## src/rtl/uart_cmd_parser.sv

```systemverilog
// Register-access command parser: assembles 5-byte frames from the RX FIFO, strobes the register bus,
// pushes a 3-byte response to the TX FIFO. Define UART_CMD_PARSER_TIMEOUT_EN to enable the inter-byte timeout.
module uart_cmd_parser #(
  parameter logic [7:0]  pSyncByte      = 8'hA5,
  parameter logic [7:0]  pRespByte      = 8'h5A,
  parameter int unsigned pTimeoutCycles = 120_000
) (
  input  logic       iClk,
  input  logic       iResetn,
  input  logic [7:0] iRxByte,
  input  logic       iRxEmpty,
  output logic       oRxRead,
  output logic [7:0] oTxByte,
  output logic       oTxWrite,
  input  logic       iTxFull,
  output logic [7:0] oRegAddr,
  output logic [7:0] oRegWData,
  output logic       oRegWrite,
  output logic       oRegRead,
  input  logic [7:0] iRegRData,
  output logic       oBusy,
  output logic       oFrameErr
);

  localparam logic [7:0] CMD_WRITE  = 8'h01;
  localparam logic [7:0] CMD_READ   = 8'h02;
  localparam logic [7:0] ST_OK      = 8'h00;
  localparam logic [7:0] ST_CHK_ERR = 8'h01;
  localparam logic [7:0] ST_CMD_ERR = 8'h02;

  typedef enum logic [3:0] {
    S_HUNT, S_CMD, S_ADDR, S_DATA, S_CHK, S_EXEC, S_RDWAIT, S_RESP0, S_RESP1, S_RESP2
  } state_t;

  state_t     state;
  logic [7:0] cmd_b, addr_b, data_b, chk_b;
  logic [7:0] status, rdata;
  logic       rx_pop;
  logic       tx_ok;
  logic       tmo_hit;

  // A pop or push needs a free FIFO and a gap cycle after the previous strobe.
  assign rx_pop = !iRxEmpty && !oRxRead;
  assign tx_ok  = !iTxFull && !oTxWrite;

`ifdef UART_CMD_PARSER_TIMEOUT_EN
  localparam int TW = (pTimeoutCycles > 2) ? $clog2(pTimeoutCycles) : 1;
  localparam logic [TW-1:0] TMO_LAST = TW'(pTimeoutCycles - 1);

  logic [TW-1:0] tmo_cnt;
  logic          in_frame;

  assign in_frame = (state == S_CMD) || (state == S_ADDR) || (state == S_DATA) || (state == S_CHK);
  assign tmo_hit  = in_frame && (tmo_cnt == TMO_LAST);

  // Inter-byte counter: runs while a frame is being received, cleared on every pop.
  always_ff @(posedge iClk) begin
    if (iResetn) begin
      tmo_cnt <= '0;
    end else if (in_frame && !rx_pop && !tmo_hit) begin
      tmo_cnt <= tmo_cnt + TW'(1);
    end else begin
      tmo_cnt <= '0;
    end
  end
`else
  assign tmo_hit = 1'b0;
`endif

  // Main parser FSM; all outputs are registered here.
  always_ff @(posedge iClk) begin
    if (iResetn) begin
      state     <= S_HUNT;
      cmd_b     <= 8'h00;
      addr_b    <= 8'h00;
      data_b    <= 8'h00;
      chk_b     <= 8'h00;
      status    <= 8'h00;
      rdata     <= 8'h00;
      oRxRead   <= 1'b0;
      oTxByte   <= 8'h00;
      oTxWrite  <= 1'b0;
      oRegAddr  <= 8'h00;
      oRegWData <= 8'h00;
      oRegWrite <= 1'b0;
      oRegRead  <= 1'b0;
      oBusy     <= 1'b0;
      oFrameErr <= 1'b0;
    end else begin
      oRxRead   <= 1'b0;
      oTxWrite  <= 1'b0;
      oRegWrite <= 1'b0;
      oRegRead  <= 1'b0;
      oFrameErr <= 1'b0;
      case (state)
        S_HUNT: begin
          if (rx_pop) begin
            oRxRead <= 1'b1;
            if (iRxByte == pSyncByte) begin
              state <= S_CMD;
              oBusy <= 1'b1;
            end
          end
        end
        S_CMD, S_ADDR, S_DATA, S_CHK: begin
          // Timeout wins over a byte arriving in the same cycle.
          if (tmo_hit) begin
            oFrameErr <= 1'b1;
            state     <= S_HUNT;
            oBusy     <= 1'b0;
          end else if (rx_pop) begin
            oRxRead <= 1'b1;
            case (state)
              S_CMD:   begin cmd_b  <= iRxByte; state <= S_ADDR; end
              S_ADDR:  begin addr_b <= iRxByte; state <= S_DATA; end
              S_DATA:  begin data_b <= iRxByte; state <= S_CHK;  end
              default: begin chk_b  <= iRxByte; state <= S_EXEC; end
            endcase
          end
        end
        S_EXEC: begin
          oRegAddr  <= addr_b;
          oRegWData <= data_b;
          rdata     <= 8'h00;
          if ((cmd_b ^ addr_b ^ data_b) != chk_b) begin
            status    <= ST_CHK_ERR;
            oFrameErr <= 1'b1;
            state     <= S_RESP0;
          end else if (cmd_b == CMD_WRITE) begin
            status    <= ST_OK;
            oRegWrite <= 1'b1;
            state     <= S_RESP0;
          end else if (cmd_b == CMD_READ) begin
            status   <= ST_OK;
            oRegRead <= 1'b1;
            state    <= S_RDWAIT;
          end else begin
            status    <= ST_CMD_ERR;
            oFrameErr <= 1'b1;
            state     <= S_RESP0;
          end
        end
        S_RDWAIT: begin
          // Read data is valid the cycle after the strobe; the sync byte goes out on the same edge.
          if (!oRegRead) begin
            rdata <= iRegRData;
            if (tx_ok) begin
              oTxWrite <= 1'b1;
              oTxByte  <= pRespByte;
              state    <= S_RESP1;
            end else begin
              state <= S_RESP0;
            end
          end
        end
        S_RESP0: begin
          if (tx_ok) begin
            oTxWrite <= 1'b1;
            oTxByte  <= pRespByte;
            state    <= S_RESP1;
          end
        end
        S_RESP1: begin
          if (tx_ok) begin
            oTxWrite <= 1'b1;
            oTxByte  <= status;
            state    <= S_RESP2;
          end
        end
        S_RESP2: begin
          if (tx_ok) begin
            oTxWrite <= 1'b1;
            oTxByte  <= rdata;
            state    <= S_HUNT;
            oBusy    <= 1'b0;
          end
        end
        default: begin
          state <= S_HUNT;
          oBusy <= 1'b0;
        end
      endcase
    end
  end

endmodule

```

## config.mk

```make
export PLATFORM = sky130hd
export DESIGN_NAME = uart_cmd_parser
export DESIGN_NICKNAME = d
export VERILOG_FILES = /design/src/rtl/uart_cmd_parser.sv
export SDC_FILE = /design/constraint.sdc
export NUM_CORES = 1
export LEC_CHECK = 0
export ABC_AREA = 1
export CORE_MARGIN = 2
export CORE_UTILIZATION = 48
export DETAILED_ROUTE_END_ITERATION = 16
export GPL_ROUTABILITY_DRIVEN = 0
export PLACE_DENSITY = 0.75
export SLEW_MARGIN = 20
export SYNTH_ARGS = -nofsm -noshare
export SYNTH_HDL_FRONTEND = slang
export SYNTH_SLANG_ARGS = --single-unit
```

## constraint.sdc

```tcl
create_clock -name iClk -period 1.3 [get_ports iClk]
set_input_delay 0.13 -clock iClk [delete_from_list [all_inputs] [get_ports iClk]]
set_output_delay 0.13 -clock iClk [all_outputs]
set_load 0.02 [all_outputs]
```

==> summary.md, run 1 <==
| Metric | Value |
|---|---|
| Status | finished with violations |
| Failing checks | negative setup slack |
| R2R Path Start | state[0]$_SDFFE_PP0P_ |
| Worst Path Arrival | around 2.0 ns |
| Hold Crit Start | iRegRData[0] |
| Hold WC Path Type | primary input to flop |
| Met2 Resource Use GR | 0.546 |
| Buffers on Ports | a little under 50 |
| Number of synthesized register bits | 76 |
| Nets | 654 |
| CTS tree | done |
| Crit start category | flop |
| Max Fclk | 587 MHz |
| Grt met3 use | 0.0483 |
| Worst-case reg-to-reg path depth | 9 |
| Half-perimeter wire length after placement | ~6500 um |
| Count of flip-flops with a built-in enable after synthesis | 0 |
| Ports | 50 |
| Critical path required time | 1.59 ns |
| CTS Buf Count | 9 |
| Critical path's slowest cell | dfxtp_4 |
| Antenna Cells | 0 |
| Largest net degree at the start of global routing | 32 |
| Critical R2R Capture | state[2]$_SDFFE_PP0P_ |
| Post-synth top flop | dfxtp_1 |
| Initial antenna violation count | 0 |
| Per-cell routed wire length | 20.2 um |
| Mapped cell area | 3350 um2 |
| Clk Latency, worst-skew pair | about 0.38 ns |
| Vert. Die Dim | between 80 and 90 um |
| Most used routing layer | met2 |
| Initial cell density of the core | 0.496 |
| Clk root buf | clkbuf_8 |
| Synthesized net count | between 500 and 600 |
| Final period util | 1.31 |
| Slew @ Worst Pin | 0.375 ns |
| Total grt overflow | 0 |
| Hold path endpoint | rdata[0]$_SDFFE_PP0P_ |
| Leakage | 0.00246 uW |
| Via density | around 6.0 |
| Syn_area_per_cell | 6.83 um2 |
| CTS H-tree depth | 3 |
| Relative slew slack | 0.748 |
| Synth unique cells | 23 |
| WS Path Type | flop to flop |
| Placement Setup Slack | -0.410 ns |
| First drt pass iteration count | 5 |
| Via Count | approximately 4300 |
| Crit path cell chain | nor2_4 > inv_2 > nand2_1 > a21oi_2 > nor3_4 > nand2_4 > inv_4 > nand2_1 > a21oi_2 |
| Total power | around 6100 uW |
| Top cell family by delay on the critical path | simple AND/OR/NAND/NOR gates |
| Initial DRC Count | 506 |
| Seq/Total Area, Yosys | 0.454 |
| Max-Cap Viols | 0 |
| TritonCTS sink count | 76 |
| Routed WL | 14600 um |
| CP endpoint kind | flop |
| Fraction of layout cells with a size suffix above 1 | 0.387 |
| Yosys warns | 0 |
| Worst Skew | 0.0138 ns |
| Area delta synth->final | 70.0% |
| Critical path peak fanout | 6 |
| Routed Antenna Nets | 0 |
| Vias in the first global route | 3789 |
| FP Rows | 30 |
| Fin. max-slew vios | 0 |
| FF-to-FF setup slack | -0.40 ns |
| Hold Crit Depth | 3 |
| Die X | 87.5 um |
| Power Density | 1080 nW/um2 |
| Final WS setup | -0.404 ns |
| Post-CTS Hold Buffers | 0 |
| Die Footprint | 7660 um2 |
| Clock-pin slew on the worst setup and hold paths | 0.08 ns |
| RSZ-0062 raised after global routing | yes |
| Hold Violations, Final | 0 |
| GR Util All Layers | 0.311 |
| Clock buffer depth | 2 |
| Post-Syn Instances | 490 |
| Tmin final | 1.70 ns |
| Worst vdd ir | approximately 840 uV |
| Met1 Usage GRT | 0.365 |
| CP bufs+invs | 2 |
| Core ar. | 6760 um2 |
| Count of endpoints failing setup in the final report | 76 |
| Post-synthesis async set-or-reset flop share | 0 |
| First-pass GRT wire length | 18300 um |
| Residual DRC | 0 |
| Crit-path max cell delay | between 0.4 and 0.5 ns |
## tightest hold or removal path, delay by kind of cell
kind	cells	cell delay [ns]
AND/OR/NAND/NOR	1	0.09
buffers and inverters	1	0.42
AO/OA/AOI/OAI	1	0.05
## metrics by stage
step | instance area, um2 | std cells | TNS [ns] | util | hold slack, ns
5_1_grt | 5690 | 719 | -16.55 | 0.842 | 0.357
4_1_cts | 5250 | 711 | -3.65 | 0.777 | 0.356
2_1_floorplan | 3400 | 490 | -0.0359 | - | 0.189
6_report | 5690 | 719 | -14.38 | 0.842 | 0.357
3_3_place_gp | 4530 | 675 | -9.93 | 0.670 | 0.450
3_5_place_dp | 4530 | 675 | -13.45 | 0.670 | 0.460
## state kept, by name, summed over array words and instances, names as in the netlist, 2 cells and up
| name | flops |
|---|---|
| state | 4 |
| cmd_b | 8 |
| addr_b | 8 |
| oRegAddr | 8 |
| status | 2 |
| oRegWData | 8 |
| chk_b | 8 |
| rdata | 8 |
| oTxByte | 8 |
| data_b | 8 |
## cell usage after synthesis (2+ instances only)
master	instances	area [um2]
nand2_1	128	480
dfxtp_1	76	1520
a21oi_1	68	340
inv_1	57	214
o21ai_0	54	270
nor2_1	37	139
nand3_1	21	105
clkbuf_1	10	37.5
inv_2	8	30.0
buf_2	7	35.0
a31oi_1	4	25.0
nand4_1	4	25.0
o21ai_1	4	20.0
nand2_2	2	12.5
nor3_2	2	20.0
## cells by family after synthesis
family | share of synthesized area
buf+inv | 0.0979
simple gates | 0.242
flops | 0.454
compound gates | 0.206
## routing by layer
metal | up-vias | part of all wire
li1 | 1881 | -
met1 | 1962 | 0.36
met2 | 311 | 0.48
met3 | 126 | 0.090
met4 | 0 | 0.073
met5 | - | 0
## cell usage in the layout (no fill, tap or decap), types with 5 or more instances in the layout
master and n:
a21oi_1 39, inv_1 53, nand3_1 15, o21ai_2 30
buf_4 62, nor2_1 23, buf_12 13, dfxtp_1 65
nand2_1 113, o21ai_1 19, dfxtp_4 5, clkbuf_8 10
inv_2 6, nand2_4 5, buf_6 19, o21ai_0 7
a21oi_2 28, nand2_2 9, dlygate4sd2_1 30, dfxtp_2 6
clkdlybuf4s50_1 19, inv_4 5, nor2_4 12, nand3_2 6
## worst max path at each step
stage / startpoint / endpoint / slack (ns) / cells after the start
final: state[0]$_SDFFE_PP0P_ / state[2]$_SDFFE_PP0P_ / -0.40 / 9
after global routing: data_b[1]$_SDFFE_PP0P_ / status[1]$_SDFFE_PP0P_ / -0.40 / 12
after CTS: state[1]$_SDFFE_PP0P_ / oTxByte[1]$_SDFFE_PP0P_ / -0.17 / 7
after detailed placement: iRxByte[5] / state[1]$_SDFFE_PP0P_ / -0.41 / 9
after global placement: iRxByte[5] / state[3]$_SDFFE_PP0P_ / -0.33 / 9
after floorplan: state[0]$_SDFFE_PP0P_ / cmd_b[1]$_SDFFE_PP0P_ / -0.008 / 9
## where the power goes
group	total (uW)	switching, uW	leakage (uW)	internal, uW
Clock	1760	1000	0.0000855	756
Sequential	2570	142	0.000619	2430
Combinational	1820	1120	0.00176	695
## area by class of cell
type / count / area [um2]
Sequential cell: 76 / 1550
Clock buffer: 10 / 138
Inverter: 65 / 267
Fill cell: 360 / 1070
Clock inverter: 6 / 46.3
Multi-Input combinational cell: 331 / 2010
Tap cell: 80 / 100
Timing Repair inverter: 1 / 7.51
Timing Repair Buffer: 150 / 1580
## timing repair
action                     in CTS  in global routing
setup buffers                  15                  6
resized for setup             137                107
pin swaps                      22                 24
setup endpoints to repair     103                 76
cloned                          5                  3
Power figures use the tool's default switching activity.
==> run 2, diff against run 1 <==
--- a/config.mk
+++ b/config.mk
@@ -7,10 +7,10 @@
 export LEC_CHECK = 0
 export ABC_AREA = 1
 export CORE_MARGIN = 2
-export CORE_UTILIZATION = 48
+export CORE_UTILIZATION = 54
 export DETAILED_ROUTE_END_ITERATION = 16
 export GPL_ROUTABILITY_DRIVEN = 0
-export PLACE_DENSITY = 0.75
+export PLACE_DENSITY = 0.8
 export SLEW_MARGIN = 20
 export SYNTH_ARGS = -nofsm -noshare
 export SYNTH_HDL_FRONTEND = slang
==> constraint.sdc (replaced) <==
create_clock -name iClk -period 1.9 [get_ports iClk]
set_input_delay 0.19 -clock iClk [delete_from_list [all_inputs] [get_ports iClk]]
set_output_delay 0.19 -clock iClk [all_outputs]
set_load 0.02 [all_outputs]
==> run 2 against run 1 <==
  * The run now ends clean
  * Worst hold slack better by 0.054 ns
  * Clock-buffer cell count is 1 higher
  * Via count is 22% lower
  * Critical endpoint is now oTxByte[4]$_SDFFE_PP0P_
  * Largest cell class is now sequential cells
==> summary.md, run 2 (same netlist as run 1, synthesis figures left out) <==
| Metric | Value |
|---|---|
| Top cell family by delay on the critical path | simple AND/OR/NAND/NOR gates (unchanged) |
| Routed Antenna Nets | 0 (unchanged) |
| Worst Skew | 0.00615 ns (was 0.0138 ns) |
| Worst Path Arrival | 2.02 ns (was 1.99 ns) |
| CTS H-tree depth | 3 (unchanged) |
| Most used cell, CP | nand2_1 |
| First drt pass iteration count | 4 (was 5) |
| Combined area of the multi-input logic cells | 1510 um2 (was 2010 um2) |
| Clk Latency, worst-skew pair | 0.35 ns (was 0.38 ns) |
| Final period util | 0.917 (was 1.31) |
| Critical path peak fanout | 7 (was 6) |
| Crit path cell chain | inv_2 > nand2_1 > nor3_4 > nand2_1 > a21oi_4 > clkbuf_2 > o21ai_1 > a31oi_1 (was nor2_4 > inv_2 > nand2_1 > a21oi_2 > nor3_4 > nand2_4 > inv_4 > nand2_1 > a21oi_2) |
| GR Util All Layers | 0.249 (was 0.311) |
| CTS tree | done (unchanged) |
| Grt met3 use | 0.0772 (was 0.0483) |
| Fraction of layout cells with a size suffix above 1 | 0.0946 (was 0.387) |
| Clock-pin slew on the worst setup and hold paths | 0.07 ns (was 0.08 ns) |
| Initial cell density of the core | 0.562 (was 0.496) |
| Per-cell routed wire length | 12.8 um (was 20.2 um) |
| Post-Layout Cell Count | 635 (was 719) |
| Most used routing layer | met2 (unchanged) |
| Core ar. | 5960 um2 (was 6760 um2) |
| FP Rows | 28 (was 30) |
| Dpl cells | 615 (was 675) |
| First-pass GRT wire length | 13000 um (was 18300 um) |
| FILL cells | 491 (was 360) |
| Worst vdd ir | 610 uV (was 835 uV) |
| Met1 Usage GRT | 0.309 (was 0.365) |
| Sequential cell area | 1520 um2 (was 1550 um2) |
| Initial DRC Count | 189 (was 506) |
| R2R Path Start | state[3]$_SDFFE_PP0P_ (was state[0]$_SDFFE_PP0P_) |
| Tmin final | 1.74 ns (was 1.70 ns) |
| WS Path Type | flop to flop (unchanged) |
| Half-perimeter wire length after placement | 5680 um (was 6490 um) |
| Clock buffer depth | 2 (unchanged) |
| Buffers on Ports | 49 (unchanged) |
| CP bufs+invs | 2 (unchanged) |
| Critical path's slowest cell | dfxtp_1 (was dfxtp_4) |
| Nets | 575 (was 654) |
| Hold WC Path Type | primary input to flop (unchanged) |
| Fin. max-slew vios | 0 (unchanged) |
| Antenna Cells | 0 (unchanged) |
| Largest net degree at the start of global routing | 62 (was 32) |
| Crit start category | flop (unchanged) |
| Count of endpoints failing setup in the final report | 0 (was 76) |
| Setup TNS | 0 ns (was -14.38 ns) |
| Leading cell types in the layout, fill and taps excluded | nand2_1 (128), dfxtp_1 (76), a21oi_1 (68) (was nand2_1 (113), dfxtp_1 (65), buf_4 (62)) |
| Critical path required time | 2.18 ns (was 1.59 ns) |
| Clk root buf | clkbuf_8 (unchanged) |
| Area delta synth->final | 27.6% (was 70.0%) |
| Critical path endpoint | oTxByte[4]$_SDFFE_PP0P_ (was state[2]$_SDFFE_PP0P_) |
| Vias in the first global route | 2998 (was 3789) |
| Most common cell after layout, fill and taps aside | nand2_1 (unchanged) |
| Slew @ Worst Pin | 0.346 ns (was 0.375 ns) |
| Worst Setup SP | state[3]$_SDFFE_PP0P_ (was state[0]$_SDFFE_PP0P_) |
| CP endpoint kind | flop (unchanged) |
| WHS | 0.411 ns (was 0.357 ns) |
| Max-Cap Viols | 0 (unchanged) |
| Ports | 50 (unchanged) |
| Relative slew slack | 0.769 (was 0.748) |
| Die Footprint | 6850 um2 (was 7660 um2) |
| Power Density | 906 nW/um2 (was 1080 nW/um2) |
| Stages on worst setup path | 8 (was 9) |
| Hold Violations, Final | 0 (unchanged) |
| TritonCTS sink count | 76 (unchanged) |
| Worst-case reg-to-reg path depth | 8 (was 9) |
| Crit-path max cell delay | 0.35 ns (was 0.41 ns) |
| Initial antenna violation count | 0 (unchanged) |
| Die X | 82.7 um (was 87.5 um) |
| Total grt overflow | 0 (unchanged) |
| FF-to-FF setup slack | 0.16 ns (was -0.40 ns) |
| Residual DRC | 0 (unchanged) |
| Routed WL | 8150 um (was 14600 um) |
| Vert. Die Dim | 82.7 um (was 87.5 um) |
| Max Fclk | 574 MHz (was 587 MHz) |
| CTS Buf Count | 9 (unchanged) |
| Critical R2R Capture | oTxByte[4]$_SDFFE_PP0P_ (was state[2]$_SDFFE_PP0P_) |
| Status | finished clean (was finished with violations) |
| Met2 Resource Use GR | 0.415 (was 0.546) |
| Via Count | 3324 (was 4280) |
| Via density | 5.23 (was 5.95) |
| Leakage | 0.00177 uW (was 0.00246 uW) |
[run 2: cell count changes in the layout (fill, tap and decap cells not counted), sizes merged]
cell,change
buf,-76
bufinv,+3
clkbuf,-1
clkdlybuf4s50,+30
clkinv,+1
clkinvlp,-4
dlygate4sd2,-30
inv,-2
[run 2: per-stage QoR]
step,utilization,worst slack (ns),total power (uW),cell area (um2)
floorplan,-,0.407,2210,3350
global route,0.717,-0.0153,4060,4270
CTS,0.712,0.190,3880,4240
detailed placement,0.673,0.139,2440,4010
finish,0.717,0.159,3870,4270
global placement,0.673,0.215,2430,4010
[run 2: timing repair]
item | in CTS | in global routing
hold buffers | 0 | 0
gates resized for setup | 0 | 1
setup buffers | 0 | 4
setup endpoints to repair | 0 | 3
[run 2: cell type report]
cell class                 count  share of cell area
clock inverter                 5              0.0234
clock buffer                  11              0.0308
tap                           75              0.0220
sequential                    76               0.356
multi-input combinational    331               0.353
inverter                      65              0.0571
timing repair buffer          72               0.158
[run 2: worst min path at each step]
stage          slack (ns)                       to                  start  cells past startpoint
5_1_grt              0.43    rdata[0]$_SDFFE_PP0P_           iRegRData[0]                      3
2_1_floorplan        0.26  oTxByte[2]$_SDFFE_PP0P_                iResetn                      1
3_3_place_gp         0.45    chk_b[2]$_SDFFE_PP0P_  chk_b[2]$_SDFFE_PP0P_                      2
6_report             0.41    rdata[0]$_SDFFE_PP0P_           iRegRData[0]                      3
4_1_cts              0.40    rdata[0]$_SDFFE_PP0P_           iRegRData[0]                      3
3_5_place_dp         0.46    chk_b[2]$_SDFFE_PP0P_  chk_b[2]$_SDFFE_PP0P_                      2
[run 2: layer usage]
layer	vias to the layer above	routed length [um]	part of all wire
met1	1505	3500	0.43
met3	10	564	0.069
met2	100	3970	0.49
li1	1709	-	-
met5	-	0	0
met4	0	117	0.014
[run 2: report_power, final]
part           internal [uW]  leakage, uW  switching, uW  total, uW
clock network            869     0.000117            568       1440
registers               1650     0.000612           68.4       1720
logic                    262      0.00104            448        710
total                   2780      0.00177           1080       3870
[run 2: worst reg2reg max path, stage by stage, from the launching register on]
cell and delay (ns):
dfxtp_1 0.35, inv_2 0.08, nand2_1 0.13, nor3_4 0.22, nand2_1 0.19, a21oi_4 0.27
clkbuf_2 0.21, o21ai_1 0.07, a31oi_1 0.16
